$ cat config.mk
export PLATFORM = sky130hd
export DESIGN_NAME = fwd_hazard_unit
export DESIGN_NICKNAME = d
export VERILOG_FILES = /design/src/rtl/fwd_hazard_unit.sv
export SDC_FILE = /design/constraint.sdc
export NUM_CORES = 1
export LEC_CHECK = 0
export ABC_AREA = 1
export CORE_MARGIN = 2
export CORE_UTILIZATION = 39
export DETAILED_ROUTE_END_ITERATION = 7
export PLACE_DENSITY = 0.69
export REMOVE_ABC_BUFFERS = 1
export SLEW_MARGIN = 20
export SYNTH_ARGS = -nofsm -noshare
export SYNTH_HDL_FRONTEND = slang
export SYNTH_SLANG_ARGS = --single-unit
$ cat constraint.sdc
create_clock -name i_clk -period 1.6 [get_ports i_clk]
set_clock_uncertainty 0.2 [all_clocks]
set_input_delay 0.32 -clock i_clk [delete_from_list [all_inputs] [get_ports i_clk]]
set_output_delay 0.32 -clock i_clk [all_outputs]
set_load 0.02 [all_outputs]
$ cat src/rtl/fwd_hazard_unit.sv
// fwd_hazard_unit: forwarding-select and hazard-stall unit for a 5-stage
// pipeline (IF/ID/EXE/MEM/WB).
//
// A private shadow copy of the EXE/MEM/WB tags is kept. EXE operand forward
// selects come only from that shadow state. The ID stall comes from the ID
// inputs compared against the shadow EXE/MEM entries.
//
// Optional feature macro: FWD_PERF_EN
//   When defined, saturating stall and forward cycle counters are built.
//   When undefined, both counters are tied to zero and no flops are built.
//
// Only the EXE entry keeps its source indices.
// MEM and WB keep only the fields that later comparisons read: valid,
// wb_en and dest.
module fwd_hazard_unit #(
    parameter int NUM_SRC = 3,
    parameter int REG_W   = 4,
    parameter int CNT_W   = 16
) (
    input  logic                     i_clk,
    input  logic                     i_rst_n,
    input  logic                     i_forward_en,
    input  logic                     i_flush,
    input  logic                     i_id_valid,
    input  logic [NUM_SRC*REG_W-1:0] i_id_src,
    input  logic [NUM_SRC-1:0]       i_id_src_used,
    input  logic [REG_W-1:0]         i_id_dest,
    input  logic                     i_id_wb_en,
    input  logic                     i_id_mem_read,
    output logic                     o_stall,
    output logic [2*NUM_SRC-1:0]     o_sel_src,
    output logic [CNT_W-1:0]         o_stall_cnt,
    output logic [CNT_W-1:0]         o_fwd_cnt
);

    // Shadow EXE stage
    logic                     r_exe_valid;
    logic [NUM_SRC*REG_W-1:0] r_exe_src;
    logic [NUM_SRC-1:0]       r_exe_src_used;
    logic [REG_W-1:0]         r_exe_dest;
    logic                     r_exe_wb_en;
    logic                     r_exe_mem_read;

    // Shadow MEM and WB stages
    logic                     r_mem_valid;
    logic [REG_W-1:0]         r_mem_dest;
    logic                     r_mem_wb_en;
    logic                     r_wb_valid;
    logic [REG_W-1:0]         r_wb_dest;
    logic                     r_wb_wb_en;

    // Per-operand hazard flags for ID against EXE and against MEM
    logic [NUM_SRC-1:0]       w_hz_exe;
    logic [NUM_SRC-1:0]       w_hz_mem;
    logic                     w_hz;
    logic                     w_stall;
    logic                     w_issue;

    // A live entry that writes the register file
    logic                     w_exe_writer;
    logic                     w_mem_writer;
    logic                     w_wb_writer;

    assign w_exe_writer = r_exe_valid & r_exe_wb_en;
    assign w_mem_writer = r_mem_valid & r_mem_wb_en;
    assign w_wb_writer  = r_wb_valid & r_wb_wb_en;

    genvar gi;
    generate
        for (gi = 0; gi < NUM_SRC; gi++) begin : g_src
            logic [REG_W-1:0] w_id_src_k;
            logic [REG_W-1:0] w_exe_src_k;
            logic             w_id_reads;
            logic             w_exe_reads;

            assign w_id_src_k  = i_id_src[gi*REG_W +: REG_W];
            assign w_exe_src_k = r_exe_src[gi*REG_W +: REG_W];
            assign w_id_reads  = i_id_valid & i_id_src_used[gi];
            assign w_exe_reads = i_forward_en & r_exe_valid & r_exe_src_used[gi];

            assign w_hz_exe[gi] = w_id_reads & w_exe_writer & (r_exe_dest == w_id_src_k);
            assign w_hz_mem[gi] = w_id_reads & w_mem_writer & (r_mem_dest == w_id_src_k);

            // Forward select: the younger MEM result takes priority over WB
            always_comb begin
                o_sel_src[2*gi +: 2] = 2'b00;
                if (w_exe_reads) begin
                    if (w_mem_writer && (r_mem_dest == w_exe_src_k))
                        o_sel_src[2*gi +: 2] = 2'b01;
                    else if (w_wb_writer && (r_wb_dest == w_exe_src_k))
                        o_sel_src[2*gi +: 2] = 2'b10;
                end
            end
        end
    endgenerate

    // Forwarding mode stalls only on load-use.
    // Stall-only mode waits until the writer reaches WB, because the
    // register file is written before the ID read in that stage.
    assign w_hz    = i_forward_en ? ((|w_hz_exe) & r_exe_mem_read)
                                  : ((|w_hz_exe) | (|w_hz_mem));
    assign w_stall = w_hz & ~i_flush;
    assign o_stall = w_stall;
    assign w_issue = ~i_flush & ~w_stall;

    // EXE takes the ID instruction, or a bubble on a flush or a stall
    always_ff @(posedge i_clk or negedge i_rst_n) begin
        if (!i_rst_n) begin
            r_exe_valid    <= 1'b0;
            r_exe_src      <= '0;
            r_exe_src_used <= '0;
            r_exe_dest     <= '0;
            r_exe_wb_en    <= 1'b0;
            r_exe_mem_read <= 1'b0;
        end else begin
            r_exe_src      <= i_id_src;
            r_exe_src_used <= i_id_src_used;
            r_exe_dest     <= i_id_dest;
            r_exe_valid    <= w_issue & i_id_valid;
            r_exe_wb_en    <= w_issue & i_id_wb_en;
            r_exe_mem_read <= w_issue & i_id_mem_read;
        end
    end

    // The back end always advances: EXE moves to MEM, and MEM moves to WB
    always_ff @(posedge i_clk or negedge i_rst_n) begin
        if (!i_rst_n) begin
            r_mem_valid <= 1'b0;
            r_mem_dest  <= '0;
            r_mem_wb_en <= 1'b0;
            r_wb_valid  <= 1'b0;
            r_wb_dest   <= '0;
            r_wb_wb_en  <= 1'b0;
        end else begin
            r_mem_valid <= r_exe_valid;
            r_mem_dest  <= r_exe_dest;
            r_mem_wb_en <= r_exe_wb_en;
            r_wb_valid  <= r_mem_valid;
            r_wb_dest   <= r_mem_dest;
            r_wb_wb_en  <= r_mem_wb_en;
        end
    end

`ifdef FWD_PERF_EN
    logic [CNT_W-1:0] r_stall_cnt;
    logic [CNT_W-1:0] r_fwd_cnt;
    logic             w_any_fwd;
    localparam logic [CNT_W-1:0] CNT_ONE = {{(CNT_W-1){1'b0}}, 1'b1};

    assign w_any_fwd = |o_sel_src;

    // Saturating counts of stalled cycles and forwarding cycles
    always_ff @(posedge i_clk or negedge i_rst_n) begin
        if (!i_rst_n) begin
            r_stall_cnt <= '0;
            r_fwd_cnt   <= '0;
        end else begin
            if (w_stall && (r_stall_cnt != '1))
                r_stall_cnt <= r_stall_cnt + CNT_ONE;
            if (w_any_fwd && (r_fwd_cnt != '1))
                r_fwd_cnt <= r_fwd_cnt + CNT_ONE;
        end
    end

    assign o_stall_cnt = r_stall_cnt;
    assign o_fwd_cnt   = r_fwd_cnt;
`else
    assign o_stall_cnt = '0;
    assign o_fwd_cnt   = '0;
`endif

endmodule
==> impl_metrics.json <==
{
  "dieWidth_um": 75.7,
  "dp.cells": 382,
  "timing.hold.ws_ns": 0.140,
  "final_antenna_net_count": 0,
  "fmax_mhz": 460,
  "rsz0062_at_grt": "true",
  "ys_warn_count": 0,
  "gr-total-overflow": 0,
  "cp_max_fo": 7,
  "r2r_slack_ns": 0,
  "cts_tree": "built",
  "violations": "setup timing",
  "critPathRequiredTime_ns": 1.08,
  "vias_per_cell": 4.44,
  "min_period_over_period_pct": 136,
  "drc": 0,
  "ys_ff_latch": 34,
  "critPathSlowestCell": "dfrtp_1",
  "routedWlPerCell_um": 11.5,
  "synth_cell_types": 26,
  "dp_slack_ns": -1.09,
  "core-area_um2": 5040,
  "die_h_um": 75.7,
  "drive_above_1_share_pct": 22.6,
  "dr.pass1.iters": 4,
  "place.gp.congestion": 0.876,
  "syn_to_final_growth_pct": 34.3,
  "fin_cells": 402,
  "syn-cell-area_um2": 2000,
  "numCtsBuffers": 5,
  "antenna_found_initial": 0,
  "hp-start": "i_id_src_used[2]",
  "worstPathCellList": "inv_2 -> o22ai_1 -> nor3_2 -> nor4_1 -> buf_2",
  "reg2reg_depth": 10,
  "synth_cells": 261,
  "slew_viol_final": 0,
  "synth_top_area_share_pct": 42.5,
  "cts.sinks": 34,
  "yosysTopAreaCell": "dfrtp_1",
  "min_to": "r_exe_src_used[2]",
  "reg2reg_to": "r_exe_valid",
  "fin_ws_ns": -0.574,
  "vdd_drop_max_mv": 0.531,
  "fin_nets": 357,
  "worstSetupStartpointType": "flop",
  "htree_levels": 2,
  "power_density_nw_per_um2": 741,
  "finalCriticalPeriod_ns": 2.17,
  "slowest_delay_ns": 0.42,
  "setup_viol": 7,
  "synth_seq_area_share_pct": 42.5,
  "grt_first_pass_wirelength_um": 7000,
  "tns_ns": -3.33,
  "outcome": "finished with violations",
  "rr_startpoint": "r_exe_dest[2]",
  "leakage_nw": 1.43,
  "ctsHoldBuffers": 0,
  "setup.worst_path.start": "r_mem_dest[1]",
  "grt_pass1_vias": 1545,
  "die_area_um2": 5730,
  "hp-class": "primary input to flop",
  "maxCapViolations": 0,
  "via_count": 1783,
  "hpwl_um": 3370,
  "final_area_um2": 2690,
  "hold_depth": 1,
  "fill_cells": 498,
  "io-pin-count": 65,
  "drtIter0Drc": 58,
  "cp.arrival_ns": 1.65,
  "syn_area_per_cell_um2": 7.67,
  "placed_area_um2": 2440,
  "portBuffers": 32,
  "grt_max_degree": 35,
  "clock_latency_ns": 0.28,
  "routed_wirelength_um": 4630,
  "diodes": 0,
  "cts.clk_slew.worst_paths_ns": 0.07,
  "cts_root_buffer": "clkbuf_8",
  "endpoint_kind": "primary output",
  "track_usage_pct": 16.5,
  "path_class": "flop to primary output",
  "start_util_pct": 39.7,
  "clockBufferDepth": 2,
  "synth.area.top_cells": "dfrtp_1 42%, nand2_1 14%, buf_4 12%",
  "row_count": 26,
  "hold_viol": 0
}
## cells in the final DEF, fill, tap and decap left out, types with 3 or more instances in the layout
master,Yosys,routed
conb_1,1,32
dfrtp_1,34,30
buf_4,32,33
dfrtp_2,0,4
dlygate4sd2_1,0,15
nand3_1,10,10
clkbuf_8,0,6
nand2_2,1,4
xor2_1,7,7
inv_1,29,28
nand2_1,74,71
inv_2,4,3
nand4_1,3,3
nor2_1,30,28
a21oi_1,5,5
xnor2_1,8,7
buf_6,2,4
clkdlybuf4s50_1,0,10
## flip-flops by register name, summed over array words and instances, names as in the netlist
register / count
r_exe_mem_read: 1
r_mem_valid: 1
r_mem_dest: 4
r_wb_wb_en: 1
r_mem_wb_en: 1
r_wb_valid: 1
r_wb_dest: 4
r_exe_valid: 1
r_exe_src: 12
r_exe_wb_en: 1
r_exe_src_used: 3
r_exe_dest: 4
## logic make-up (layout without fill, tap and decap cells)
family,count (synthesis),after routing,synth area share (%)
and+or+nand+nor,127,127,26.3
DFF,34,34,42.5
other,1,32,0.187
AOI/OAI and AO/OA,17,17,5.18
buffers and inverters,67,107,19.3
xor gates and xnor gates,15,15,6.56
## worst max-delay path, delay by kind of cell, from the launching register on
kind            cells  cell delay, ns
compound gates      1            0.31
buf+inv             2            0.32
flops               1            0.42
simple gates        2            0.32
## cell usage after synthesis (all sizes together)
cell type	number
o2111ai	2
nand2	75
a21oi	6
dfrtp	34
o22ai	2
a31oi	1
or2	1
xnor2	8
inv	33
nor3	2
buf	34
nand4	3
xor2	7
and2	1
nor2	30
nand3	12
a221oi	1
o21ai	5
conb	1
nor4	3
## final cells by class
type / instances / area (um^2) / share of cell area, %
timing repair buffer: 66 / 574 / 21.3
sequential: 34 / 856 / 31.8
multi-input combinational: 191 / 952 / 35.4
tap: 70 / 87.6 / 3.26
clock buffer: 7 / 86.3 / 3.21
clock inverter: 1 / 5.00 / 0.186
inverter: 33 / 129 / 4.79
## per-stage QoR
stage | util (%) | total power, W
floorplan | - | 0.00115
global placement | 48.4 | 0.00132
detailed placement | 48.4 | 0.00133
CTS | 50.7 | 0.00197
global route | 53.3 | 0.00211
finish | 53.3 | 0.00199
## report_power, final
part / internal, W / switching [W] / leakage (nW)
clock network: 0.000347 / 0.000292 / 0.0482
registers: 0.000905 / 0.0000443 / 0.401
logic: 0.000170 / 0.000234 / 0.978
total: 0.00142 / 0.000571 / 1.43
## timing repair
action,CTS,global route
endpoints found under the setup margin,10,10
pin swaps,6,9
hold endpoints to repair,0,0
buffers inserted,4,8
gates resized for setup,59,20
## layer usage
metal  track usage, %  part of all wire (%)  up-vias
li1                 -                     -      891
met5                0                     0        -
met3             4.37                   5.5       17
met2             27.1                    51       73
met4             7.41                   3.3        0
met1             20.4                    41      802
## worst max-delay path by stage
stage | to | slack [ns] | depth (start not counted)
3_5_place_dp | o_stall | -1.09 | 10
2_1_floorplan | o_sel_src[5] | -0.35 | 7
5_1_grt | o_stall | -0.73 | 9
3_3_place_gp | o_stall | -1.09 | 10
4_1_cts | o_stall | -0.50 | 8
6_report | o_sel_src[5] | -0.57 | 5
No activity file was read; power rests on OpenSTA's default activity.
